--- src/rtl/div_pkg.sv ---
// Shared definitions for the sequential divider; the div_mode encodings are also used by Decode.
`ifndef WORD
`define WORD 64
`endif

package div_pkg;

  typedef enum logic [1:0] {
    IDLE = 2'd0,
    CALC = 2'd1,
    DONE = 2'd2
  } div_state_t;

  localparam logic DIV_UNSIGNED = 1'b0;
  localparam logic DIV_SIGNED   = 1'b1;

endpackage

--- src/rtl/div_step.sv ---
// One restoring-division iteration: shift {rem, quo} left, compare against the divisor, subtract.
module div_step #(
  parameter int WIDTH = 64
) (
  input  logic [WIDTH-1:0] rem_i,
  input  logic [WIDTH-1:0] quo_i,
  input  logic [WIDTH-1:0] divisor_i,
  output logic [WIDTH-1:0] rem_o,
  output logic [WIDTH-1:0] quo_o
);

  logic [WIDTH:0]   rem_sh;
  logic [WIDTH-1:0] quo_sh;
  logic             ge;

  // The stored partial remainder is always below the divisor, so only the shifted
  // value needs the extra bit; the difference always fits back into WIDTH bits.
  assign rem_sh = {rem_i, quo_i[WIDTH-1]};
  assign quo_sh = {quo_i[WIDTH-2:0], 1'b0};
  assign ge     = (rem_sh >= {1'b0, divisor_i});

  always_comb begin
    rem_o = rem_sh[WIDTH-1:0];
    quo_o = quo_sh;
    if (ge) begin
      rem_o = rem_sh[WIDTH-1:0] - divisor_i;
      quo_o = {quo_sh[WIDTH-1:1], 1'b1};
    end
  end

endmodule

--- src/rtl/seq_divider.sv ---
// Iterative radix-2 restoring divider for UDIV/SDIV: one quotient bit per cycle,
// sign fix-up on the last step, ARMv8 divide-by-zero semantics (no trap).
module seq_divider
  import div_pkg::*;
#(
  parameter int WIDTH = `WORD
) (
  input  logic             clk,
  input  logic             reset,
  input  logic             div_start,
  input  logic             div_mode,
  input  logic [WIDTH-1:0] dividend,
  input  logic [WIDTH-1:0] divisor,
  output logic [WIDTH-1:0] quotient,
  output logic [WIDTH-1:0] remainder,
  output logic             divider_done,
  output logic             busy
);

  localparam int CW = $clog2(WIDTH + 1);

  div_state_t       state_q;
  logic [CW-1:0]    cnt_q;
  logic [WIDTH-1:0] rem_q;
  logic [WIDTH-1:0] quo_q;
  logic [WIDTH-1:0] dsr_q;
  logic             qneg_q;
  logic             rneg_q;
  logic [WIDTH-1:0] quotient_q;
  logic [WIDTH-1:0] remainder_q;
  logic             done_q;
  logic             busy_q;

  logic             is_signed;
  logic [WIDTH-1:0] dvd_mag_d;
  logic [WIDTH-1:0] dsr_mag_d;
  logic [WIDTH-1:0] step_rem;
  logic [WIDTH-1:0] step_quo;

  // Magnitudes as unsigned WIDTH-bit values; MIN stays 2^(WIDTH-1).
  always_comb begin
    is_signed = (div_mode == DIV_SIGNED);
    dvd_mag_d = (is_signed && dividend[WIDTH-1]) ? -dividend : dividend;
    dsr_mag_d = (is_signed && divisor[WIDTH-1])  ? -divisor  : divisor;
  end

  div_step #(.WIDTH(WIDTH)) u_step (
    .rem_i     (rem_q),
    .quo_i     (quo_q),
    .divisor_i (dsr_q),
    .rem_o     (step_rem),
    .quo_o     (step_quo)
  );

  always_ff @(posedge clk) begin
    if (reset) begin
      state_q     <= IDLE;
      cnt_q       <= '0;
      rem_q       <= '0;
      quo_q       <= '0;
      dsr_q       <= '0;
      qneg_q      <= 1'b0;
      rneg_q      <= 1'b0;
      quotient_q  <= '0;
      remainder_q <= '0;
      done_q      <= 1'b0;
      busy_q      <= 1'b0;
    end else begin
      done_q <= 1'b0;
      case (state_q)
        IDLE: begin
          if (div_start) begin
            quo_q   <= dvd_mag_d;
            dsr_q   <= dsr_mag_d;
            qneg_q  <= is_signed && (dividend[WIDTH-1] ^ divisor[WIDTH-1]);
            rneg_q  <= is_signed && dividend[WIDTH-1];
            rem_q   <= '0;
            cnt_q   <= CW'(WIDTH);
            busy_q  <= 1'b1;
            state_q <= CALC;
          end
        end
        CALC: begin
          if (dsr_q == '0) begin
            // Divide by zero: undo the magnitude to return the raw dividend bits.
            quotient_q  <= '0;
            remainder_q <= rneg_q ? -quo_q : quo_q;
            done_q      <= 1'b1;
            state_q     <= DONE;
          end else begin
            rem_q <= step_rem;
            quo_q <= step_quo;
            cnt_q <= cnt_q - 1'b1;
            if (cnt_q == CW'(1)) begin
              quotient_q  <= qneg_q ? -step_quo : step_quo;
              remainder_q <= rneg_q ? -step_rem : step_rem;
              done_q      <= 1'b1;
              state_q     <= DONE;
            end
          end
        end
        DONE: begin
          busy_q  <= 1'b0;
          state_q <= IDLE;
        end
        default: begin
          busy_q  <= 1'b0;
          state_q <= IDLE;
        end
      endcase
    end
  end

  assign quotient     = quotient_q;
  assign remainder    = remainder_q;
  assign divider_done = done_q;
  assign busy         = busy_q;

endmodule

--- config.mk ---
export PLATFORM = sky130hd
export DESIGN_NAME = seq_divider
export DESIGN_NICKNAME = d
export VERILOG_FILES = /design/src/rtl/div_pkg.sv /design/src/rtl/div_step.sv /design/src/rtl/seq_divider.sv
export SDC_FILE = /design/constraint.sdc
export NUM_CORES = 1
export LEC_CHECK = 0
export CAP_MARGIN = 30
export CORE_UTILIZATION = 40
export CTS_CLUSTER_DIAMETER = 120
export CTS_CLUSTER_SIZE = 12
export DETAILED_ROUTE_END_ITERATION = 12
export REMOVE_ABC_BUFFERS = 1
export SYNTH_ARGS = -nofsm -noshare
export SYNTH_HDL_FRONTEND = slang
export SYNTH_SLANG_ARGS = --single-unit
--- constraint.sdc ---
create_clock -name clk -period 6.3 [get_ports clk]
set_clock_uncertainty 0.15 [all_clocks]
set_input_delay 1.26 -clock clk [delete_from_list [all_inputs] [get_ports clk]]
set_output_delay 1.26 -clock clk [all_outputs]
set_load 0.03 [all_outputs]
==> results by group <==
Clock tree
  – Root Buffer: clkbuf_16
  – Worst-path clk slew: roughly 0.07 ns
  – H-tree levels: 1
  – CTS tree: done
  – CTS Buffer Depth: 3
  – Clock latency at the later pin of the worst-skew pair: approximately 0.65 ns
  – CTS Sinks: between 300 and 400
  – TritonCTS Buffers: 31

Route
  – Final WL: 103,000 microns
  – Via density: 6.01
  – Vias: 28,600
  – Initial drt markers: 2,733
  – Pre-Repair DR Iteration Count: 6
  – # DRC: 0
  – WL per Instance: 21.6 microns
  – Final ANT Viol Nets: 0

Final layout
  – Nets@finish: 4,103
  – Area growth syn-to-layout: 16.0%
  – Share of cells above drive strength 1: under 10%

Synth
  – Post-Syn Instances: between 3,000 and 4,000
  – Number of synthesized flops with an enable pin: 0
  – Synth Cell Area: 0.0266 sq mm
  – Multiplexer share of the synthesized area: 1.78%
  – Sequential element share of the synthesized area: 25.1%
  – Largest family of logic cells by synthesized area: compound AO/OA/AOI/OAI gates
  – Largest cells by area after synthesis: dfxtp_1 (25%), nor2_1 (8.9%), a21oi_1 (5.7%), xnor2_1 (4.9%), nand2_1 (4.4%)
  – Post-Synth XOR/XNOR Area: 8.97%
  – Synthesized flop and latch total: 333
  – Post-synthesis simple-gate area fraction: 27.3%
  – Post-synth top cells: nor2_1 (633), dfxtp_1 (333), nand2_1 (313)
  – Async S/R FF share, synth: 0%
  – Number of distinct library cells after synthesis: 96
  – Share of the synthesized area in the top cell type: 25.1%
  – Most frequent cell after synthesis: nor2_1
  – Post-synth top area cell: dfxtp_1
  – Most used DFF post-synth: dfxtp_1
  – Adder-cell share of the synthesized area: 3.42%
  – Avg Cell Area, Syn: 6.97 sq um
  – Compound-Gate Fraction of Synth Area: 27.4%
  – YS warnings: 0

Timing
  – Slew headroom: about a fifth
  – Fmax: 174 MHz
  – Final hold vios: 0
  – RSZ-0062 raised after global routing: no
  – Worst-Margin Slew: around 1.2 ns
  – Fin crit share: between 90% and 100%
  – Min Clock Period, post-route: 5.73 ns
  – Setup TNS: 0 ns
  – Final setup vio count: 0
  – Fin. max-slew vios: 0

Die
  – Core Box Area: 0.0657 sq mm
  – Die area: 0.0674 sq mm
  – Die H: 260 microns
  – # rows: 94
  – Die width: 260 microns
  – Io pins: around 260
  – Starting Density: roughly two fifths

Global route
  – First-pass GRT wire length: 156,000 microns
  – Met3 Resource Use GR: under 10%
  – Met2 Use GR: 46.0%
  – Number of global-route vias before repair: approximately 26,000
  – GRT Util Overall: 29.5%
  – Grt total ovfl: 0
  – Pin count of the biggest net entering global routing: 108
  – Grt met1 use: 42.0%
  – Initial antenna violation count: 0
  – GR peak layer: met2

Worst setup path
  – CP required: 6.66 ns
  – CP Class: flop to flop
  – Worst Path Max Fanout: 7
  – CP Capture Type: flop
  – R2R depth: 23
  – Critical path launch point type: flop
  – Critical Path AT: 6.09 ns

Placement
  – I/O Buffers: 261
  – Dpl hpwl: between 70,000 and 80,000 microns
  – Routability Congestion: 0.970

Run status
  – Status: finished clean

Min path
  – Worst Hold Class: flop to flop
  – Hold Path Depth: 2

Flow run
  – Max Cap Viol: 0
[state kept, by name (all words and copies together) (netlist names)]
signal        cells
quo_q            64
state_q           2
quotient         64
cnt_q             7
remainder        64
rneg_q            1
divider_done      1
dsr_q            64
busy              1
qneg_q            1
rem_q            64
[layout make-up]
class                   instances  area (sq um)
clock buffers                  34           797
inverters                     111           417
multi-input cells            3058         18300
diodes                          1          2.50
flip-flops and latches        333          6670
well taps                     864          1080
repair buffers                364          3500
fillers                      6744         34900
clock inverters                 1          8.76
[repair_timing]
action	in CTS	in global routing
resized for setup	0	1
setup buffers	0	1
hold buffers	0	0
setup endpoints to repair	0	12
[path summary, 6_finish.rpt]
check / end / start / slack, ns
max: remainder[62]$_SDFFE_PP0P_ / dsr_q[63]$_SDFFE_PP0P_ / 0.57
min: remainder[44]$_SDFFE_PP0P_ / remainder[44]$_SDFFE_PP0P_ / 0.30
max reg2reg: remainder[62]$_SDFFE_PP0P_ / dsr_q[63]$_SDFFE_PP0P_ / 0.57
min reg2reg: remainder[44]$_SDFFE_PP0P_ / remainder[44]$_SDFFE_PP0P_ / 0.30
[routing by layer]
layer / part of all wire (%) / up-vias / wire length [microns]
met2: 43 / 1151 / 44800
li1: - / 14000 / -
met3: 6.7 / 177 / 6910
met4: 3.9 / 0 / 4070
met1: 46 / 13300 / 47300
met5: 0 / - / 0
[cells in the final DEF (no fill, tap or decap), types with 78 or more instances in the layout]
cell             count
nand3_1             85
xor2_1             123
nand2_1            310
a21oi_1            303
nor4_1              78
nor2_1             631
xnor2_1            149
a211oi_1           134
o21ai_0            219
clkdlybuf4s50_1    260
inv_1              110
a31oi_1             78
buf_4               95
nor3_1             138
dfxtp_1            332
[logic make-up (layout without fill, tap and decap cells)]
| logic type | Yosys count | in the layout |
|---|---|---|
| buffers and inverters | 419 | 510 |
| xor gates and xnor gates | 272 | 272 |
| and+or+nand+nor | 1551 | 1551 |
| AOI/OAI and AO/OA | 1118 | 1118 |
| adders and majority gates | 72 | 72 |
| other | 0 | 1 |
| muxes | 45 | 45 |
| DFF | 333 | 333 |
[metrics by stage]
step | cells | instance area (sq um) | hold slack (ns) | util, % | setup slack [ns]
3_3_place_gp | 4728 | 30000 | 0.284 | 45.6 | 0.410
4_1_cts | 4764 | 30800 | 0.305 | 46.9 | 0.264
2_1_floorplan | 3502 | 25400 | 0.288 | - | -7.12
3_5_place_dp | 4729 | 30000 | 0.294 | 45.6 | 0.299
6_report | 4766 | 30800 | 0.303 | 46.9 | 0.568
5_1_grt | 4765 | 30800 | 0.336 | 46.9 | 0.0689
[worst max-delay path: stages (launching register included)]
cell and delay, ns:
dfxtp_1 0.56, inv_1 0.14, ha_1 0.33, inv_1 0.07
nor4_1 0.26, buf_4 0.19, nand4_1 0.14, nand3b_1 0.44
o21ai_4 0.37, mux2i_1 0.30, ha_1 0.21, nand4_1 0.16
nor2b_1 0.19, nand3_1 0.12, nor4_1 0.22, buf_4 0.17
o211ai_1 0.08, o41ai_1 0.11, o21ai_2 0.21, nor4b_2 0.38
nand2_1 0.24, o31ai_1 0.31, xor2_1 0.16, o21ai_0 0.09
Power is left out: the tool's default activity adds up to more than one toggle a clock period on the data nets, which glitch-free logic cannot reach.
